**src/rtl/button_event_decoder.sv**
```systemverilog
// -----------------------------------------------------------------------------
// button_event_decoder
//
// Turns a debounced button level into gesture events: press, release, single
// click, double click and long press, plus a `held` level. Every gesture
// window is measured in `tick` periods, so the timing follows the system
// timebase rather than the raw clock.
//
// Build option:
//   BUTTON_EVENT_DOUBLE_CLICK_EN  defined   -> full double-click FSM. A click
//                                              is reported only after the
//                                              double-click window expires.
//                                 undefined -> no double-click states. A click
//                                              is reported together with the
//                                              release, and ev_double is
//                                              tied to 0.
//
// Ports:
//   aclk            in  clock, rising edge
//   reset           in  synchronous reset, active-high
//   en              in  enable, asynchronous; goes through a 2-FF synchroniser
//   tick            in  one-cycle timebase strobe
//   button_filtered in  debounced button level, 1 = pressed
//   ev_press        out one-cycle pulse on each press
//   ev_release      out one-cycle pulse on each release
//   ev_click        out one-cycle pulse for a completed single click
//   ev_double       out one-cycle pulse for a completed double click
//   ev_long         out one-cycle pulse when a press reaches P_LONG_TICKS
//   held            out level, 1 while the button is held as part of a gesture
//
// All outputs are registered. The event pulses follow the input edge, or the
// qualifying tick, by one aclk.
// -----------------------------------------------------------------------------
module button_event_decoder #(
  parameter int unsigned P_LONG_TICKS   = 100,  // >= 2
  parameter int unsigned P_DCLICK_TICKS = 30    // >= 2
) (
  input  logic aclk,
  input  logic reset,
  input  logic en,
  input  logic tick,
  input  logic button_filtered,
  output logic ev_press,
  output logic ev_release,
  output logic ev_click,
  output logic ev_double,
  output logic ev_long,
  output logic held
);

  localparam int unsigned MAX_TICKS =
    (P_LONG_TICKS > P_DCLICK_TICKS) ? P_LONG_TICKS : P_DCLICK_TICKS;
  localparam int CNT_W = $clog2(MAX_TICKS);

  localparam logic [CNT_W-1:0] LONG_LAST   = CNT_W'(P_LONG_TICKS - 1);
`ifdef BUTTON_EVENT_DOUBLE_CLICK_EN
  localparam logic [CNT_W-1:0] DCLICK_LAST = CNT_W'(P_DCLICK_TICKS - 1);
`endif

  typedef enum logic [2:0] {
    ST_IDLE           = 3'd0,
    ST_PRESSED        = 3'd1,
    ST_LONG_HELD      = 3'd2
`ifdef BUTTON_EVENT_DOUBLE_CLICK_EN
    ,
    ST_WAIT_SECOND    = 3'd3,
    ST_SECOND_PRESSED = 3'd4
`endif
  } state_t;

  // Enable synchroniser
  logic en_meta;
  logic en_s;

  // Edge detection
  logic btn_q;
  logic rise;
  logic fall;

  // After a reset, btn_q is held at 0 until the block is first enabled.
  // That way a button still held through the reset is reported as a new
  // press once the block is enabled again.
  logic rst_pend;

  // FSM and tick counter
  state_t           state;
  state_t           state_nxt;
  logic [CNT_W-1:0] cnt;
  logic [CNT_W-1:0] cnt_nxt;

  // Next values of the registered outputs
  logic press_nxt;
  logic release_nxt;
  logic click_nxt;
  logic double_nxt;
  logic long_nxt;
  logic held_nxt;

  assign rise = button_filtered & ~btn_q;
  assign fall = ~button_filtered & btn_q;

  // ---------------------------------------------------------------------------
  // Next-state and output decode
  // ---------------------------------------------------------------------------
  always_comb begin
    state_nxt   = state;
    press_nxt   = 1'b0;
    release_nxt = 1'b0;
    click_nxt   = 1'b0;
    double_nxt  = 1'b0;
    long_nxt    = 1'b0;

    if (!en_s) begin
      // Disabling the block abandons any gesture in progress. No event is
      // reported for it.
      state_nxt = ST_IDLE;
    end else begin
      case (state)
        ST_IDLE: begin
          if (rise) begin
            press_nxt = 1'b1;
            state_nxt = ST_PRESSED;
          end
        end

        ST_PRESSED: begin
          // A release wins over a long-press tick that lands in the same cycle.
          if (fall) begin
            release_nxt = 1'b1;
`ifdef BUTTON_EVENT_DOUBLE_CLICK_EN
            state_nxt   = ST_WAIT_SECOND;
`else
            click_nxt   = 1'b1;
            state_nxt   = ST_IDLE;
`endif
          end else if (tick && cnt == LONG_LAST) begin
            long_nxt  = 1'b1;
            state_nxt = ST_LONG_HELD;
          end
        end

        ST_LONG_HELD: begin
          if (fall) begin
            release_nxt = 1'b1;
            state_nxt   = ST_IDLE;
          end
        end

`ifdef BUTTON_EVENT_DOUBLE_CLICK_EN
        ST_WAIT_SECOND: begin
          // A second press wins over a timeout tick that lands in the same
          // cycle.
          if (rise) begin
            press_nxt = 1'b1;
            state_nxt = ST_SECOND_PRESSED;
          end else if (tick && cnt == DCLICK_LAST) begin
            click_nxt = 1'b1;
            state_nxt = ST_IDLE;
          end
        end

        ST_SECOND_PRESSED: begin
          if (fall) begin
            release_nxt = 1'b1;
            double_nxt  = 1'b1;
            state_nxt   = ST_IDLE;
          end else if (tick && cnt == LONG_LAST) begin
            // The first click is dropped. Holding the button this long
            // makes the gesture a long press.
            long_nxt  = 1'b1;
            state_nxt = ST_LONG_HELD;
          end
        end
`endif

        default: state_nxt = ST_IDLE;
      endcase
    end

    held_nxt = (state_nxt == ST_PRESSED) || (state_nxt == ST_LONG_HELD)
`ifdef BUTTON_EVENT_DOUBLE_CLICK_EN
               || (state_nxt == ST_SECOND_PRESSED)
`endif
               ;

    // The counter restarts on every state change and saturates at all-ones,
    // so a long stay in one state cannot wrap it back to a threshold.
    cnt_nxt = cnt;
    if (!en_s || state_nxt != state) begin
      cnt_nxt = '0;
    end else if (tick && cnt != {CNT_W{1'b1}}) begin
      cnt_nxt = cnt + 1'b1;
    end
  end

  // ---------------------------------------------------------------------------
  // Registers
  // ---------------------------------------------------------------------------
  always_ff @(posedge aclk) begin
    if (reset) begin
      en_meta    <= 1'b0;
      en_s       <= 1'b0;
      btn_q      <= 1'b0;
      rst_pend   <= 1'b1;
      state      <= ST_IDLE;
      cnt        <= '0;
      ev_press   <= 1'b0;
      ev_release <= 1'b0;
      ev_click   <= 1'b0;
      ev_long    <= 1'b0;
      held       <= 1'b0;
    end else begin
      en_meta <= en;
      en_s    <= en_meta;
      // When disabled, btn_q still follows the button, so enabling with the
      // button already down does not look like a press. The exception is the
      // period between reset and the first enable.
      if (en_s || !rst_pend) begin
        btn_q <= button_filtered;
      end
      if (en_s) begin
        rst_pend <= 1'b0;
      end
      state      <= state_nxt;
      cnt        <= cnt_nxt;
      ev_press   <= press_nxt;
      ev_release <= release_nxt;
      ev_click   <= click_nxt;
      ev_long    <= long_nxt;
      held       <= held_nxt;
    end
  end

`ifdef BUTTON_EVENT_DOUBLE_CLICK_EN
  always_ff @(posedge aclk) begin
    if (reset) begin
      ev_double <= 1'b0;
    end else begin
      ev_double <= double_nxt;
    end
  end
`else
  assign ev_double = 1'b0;
`endif

endmodule

```
**config.mk**
```make
export PLATFORM = sky130hd
export DESIGN_NAME = button_event_decoder
export DESIGN_NICKNAME = d
export VERILOG_FILES = /design/src/rtl/button_event_decoder.sv
export SDC_FILE = /design/constraint.sdc
export NUM_CORES = 1
export LEC_CHECK = 0
export BUFFER_PORTS_ARGS = -buffer_cell sky130_fd_sc_hd__buf_4
export CELL_PAD_IN_SITES_DETAIL_PLACEMENT = 1
export CELL_PAD_IN_SITES_GLOBAL_PLACEMENT = 1
export CORE_MARGIN = 5
export CORE_UTILIZATION = 38
export DETAILED_ROUTE_END_ITERATION = 6
export GPL_TIMING_DRIVEN = 0
export PLACE_DENSITY_LB_ADDON = 0.3
export SLEW_MARGIN = 10
export SYNTH_ARGS = -nofsm -noshare
export SYNTH_HDL_FRONTEND = slang
export SYNTH_SLANG_ARGS = --single-unit
export TNS_END_PERCENT = 50
```
**constraint.sdc**
```tcl
create_clock -name aclk -period 1.75 [get_ports aclk]
set_clock_uncertainty 0.1 [all_clocks]
set_input_delay 0.0875 -clock aclk [delete_from_list [all_inputs] [get_ports aclk]]
set_output_delay 0.0875 -clock aclk [all_outputs]
set_load 0.05 [all_outputs]
```
==> summary.txt <==
Run status
  – Run status: completed

Timing
  – Fmax: 615.3 MHz
  – PnR worst setup slack: 0.1249 ns
  – Final Hold Vio Count: 0
  – RSZ-0062 raised after global routing: yes
  – Final cycle utilization of the critical path: 0.9287
  – Minimum clock period: 1.625 ns
  – Slew Limit Fails: 0
  – Setup violators final: 0

GRT
  – GR Util All Layers: 0.1130
  – Largest net degree at the start of global routing: 11
  – Total gr overflow: 0
  – First-pass GRT wire length: 2.994 mm
  – Vias in the first global route: 724
  – Initial antenna violation count: 0

Route
  – Final wirelength: 1.701 mm
  – Final ANT Viol Nets: 0
  – Routed WL per cell: 12.89 µm
  – DRC Markers: 0
  – TritonRoute pass-1 iters: 4
  – Vias post-DR: 668
  – Initial DRC count: 9
  – Number of vias per cell: 5.061

Job
  – Max Cap Viol: 0

Logic synthesis
  – Netlist cell types: 31
  – Number of synthesized register bits: 19
  – Synth Area in XOR/XNOR: 0.06087
  – Largest cells by area after synthesis: dfxtp_1, nor3_2, xnor2_1
  – Post-synthesis sequential area ratio: 0.4406
  – Yosys warnings: 0
  – Top-area cell type share of the netlist area: 0.4406
  – Compound-Gate Fraction of Synth Area: 0.08986
  – Synth Cell Area: 863.3 µm²
  – Main combinational cell family by area after synthesis: simple AND/OR/NAND/NOR gates
  – Mean post-synth cell area: 9.811 µm²
  – Simple-gate portion of the synthesized area: 0.3058
  – Gate Count Post-Synth: 88
  – Post-Synth Adder-Cell Area: 0.01449
  – Area leader, netlist: dfxtp_1
  – Mux contribution to synthesized area: 0.03478

Power and ir drop
  – Comb power frac: 0.075
  – Power Total: 0.0007095 W
  – Switching power: 0.0001557 W
  – Worst VDD drop: 467.2 µV
  – Clock share of power: 0.298
  – Sequential share of power: 0.627
  – Switching fraction of total power: 0.2194
  – Leakage Power: 0.3708 nW
  – Internal: 0.0005538 W
  – Pwr dens: 675.8 mW/mm²

Floorplan
  – Die Width: 57.67 µm
  – Num rows: 17
  – IO Count: 11
  – Core region area: 0.002191 mm²
  – Total die area: 0.003325 mm²
  – Initial Util: 0.3941
  – Die H: 57.67 µm

Layout
  – Commonest non-fill, non-tap cells in the layout: dfxtp_1, buf_4, nor3_2, nor2_1, nand2_1
  – Area Growth Syn to Fin: 21.59%
  – Ant. Diodes: 0
  – Design area: 0.001050 mm²
  – Fill count: 258
  – Post-Layout Cell Count: 132
  – Layout cell share with drive strength beyond 1: 0.2885
  – Final nets: 111
  – Commonest non-fill, non-tap cell in the layout: dfxtp_1

Hold path
  – Worst hold path class: input port to flop

Clock network
  – H-tree depth: 1
  – # Post-CTS Setup Buffers: 0
  – Clk sinks: 19
  – Max Buffers Root-to-Sink: 2
  – Worst-Skew Late Latency: 0.28 ns
  – Worst-path clk slew: 0.10 ns
  – Clk root buf: clkbuf_4
  – CTS tree: yes
  – Num CTS Buffers: 3

Worst setup path
  – Worst Path Arrival: 1.74 ns
  – R2r setup slk: 0.14 ns
  – Worst R2R End: cnt[2]
  – Worst flop-to-flop path startpoint: state[0]
  – CP max FO: 7
  – Startpoint Class: input port
  – Worst Setup EP: cnt[2]
  – Critical path startpoint: reset
  – Reg2Reg Depth: 5
  – Critical path class: input port to flop
  – Critical Path End Type: flop
  – Critical Path RT: 1.87 ns

Placed design
  – Count of input and output buffers: 9
  – Final HPWL DP: 1.295 mm
  – GP Congestion: 0.7522
  – Placement Cell Area: 969.7 µm²
  – # placed instances: 126
  – Pre-CTS setup slack: -0.2353 ns
==> power groups by stage <==
stage               sequential (W)  clock (W)  combinational, W
finish                    0.000445   0.000211         0.0000531
global route              0.000446   0.000244         0.0000580
CTS                       0.000444   0.000219         0.0000502
detailed placement        0.000454          0         0.0000447
global placement          0.000454          0         0.0000439
floorplan                 0.000454          0         0.0000287
==> worst min path at each step <==
| stage | from | end | slack [ns] | cells after the start |
|---|---|---|---|---|
| global placement | reset | en_meta | 0.18 | 2 |
| floorplan | reset | en_meta | 0.06 | 1 |
| CTS | button_filtered | held | 0.01 | 3 |
| global route | button_filtered | held | 0.03 | 3 |
| finish | button_filtered | held | 0.03 | 3 |
| detailed placement | reset | en_s | 0.19 | 2 |
==> kinds of logic after synthesis <==
family / after synthesis
AND/OR/NAND/NOR: 40
other: 1
flip-flops: 19
multiplexers: 3
adder cells (fa/ha/maj): 1
AO/OA/AOI/OAI: 12
XOR/XNOR: 6
buffers and inverters: 6
==> flip-flops by register name, summed over array words and instances (netlist names) <==
register and cells:
en_s 1, cnt 7, held 1, ev_release 1, en_meta 1, ev_click 1
ev_long 1, ev_press 1, rst_pend 1, btn_q 1, state 3
==> metrics by stage <==
step	utilization	hold WS [ns]	TNS [ns]
CTS	0.4717	0.01473	0
global placement	0.4426	0.1833	-0.9545
global route	0.4792	0.03157	-0.007406
detailed placement	0.4426	0.1870	-1.686
floorplan	-	0.05911	0
finish	0.4792	0.03080	0
==> metal layers <==
layer / part of all wire / track usage / vias to the layer above
li1: - / - / 343
met1: 0.45 / 0.1265 / 315
met2: 0.53 / 0.2065 / 8
met3: 0.019 / 0.02004 / 2
met4: 0.0071 / 0.04967 / 0
met5: 0 / 0 / -
==> cells in the mapped netlist <==
| cell type | n |
|---|---|
| nor3_2 | 7 |
| conb_1 | 1 |
| or3b_1 | 1 |
| and3_1 | 2 |
| ha_1 | 1 |
| mux2i_1 | 3 |
| xnor2_1 | 4 |
| buf_2 | 1 |
| nand2b_1 | 4 |
| a211o_1 | 1 |
| dfxtp_1 | 19 |
| nand2_1 | 5 |
| o21ai_0 | 2 |
| or4_4 | 1 |
| nand3_1 | 3 |
| inv_1 | 2 |
| a21oi_1 | 4 |
| o211ai_1 | 1 |
| buf_6 | 2 |
| nor3_1 | 3 |
| nor3b_4 | 1 |
| nor4_1 | 2 |
| a21boi_0 | 1 |
| nor2b_1 | 2 |
| nand4_1 | 4 |
| nor2_1 | 5 |
| a41oi_1 | 1 |
| o21a_1 | 1 |
| a211oi_1 | 1 |
| xor2_1 | 2 |
| buf_4 | 1 |
==> area by class of cell <==
type / instances / area (µm²) / area share
Timing Repair Buffer: 12 / 97.59 / 0.09297
Inverter: 2 / 7.507 / 0.007151
Sequential cell: 19 / 380.4 / 0.3623
Buffer: 3 / 23.77 / 0.02265
Tap cell: 28 / 35.03 / 0.03337
Multi-Input combinational cell: 64 / 479.2 / 0.4565
Clock buffer: 4 / 26.28 / 0.02503
==> timing repair <==
item	4_1_cts	5_1_grt
hold buffers	3	0
setup endpoints to repair	9	8
hold endpoints to repair	4	0
pin swaps	0	1
resized for setup	2	7
==> critical path, cell delays in order <==
cell,delay [ns]
dlygate4sd3_1,0.54
buf_4,0.15
nand2b_1,0.19
or4_4,0.58
nor3_2,0.20
Note: power is estimated with default switching activity, not from simulation.
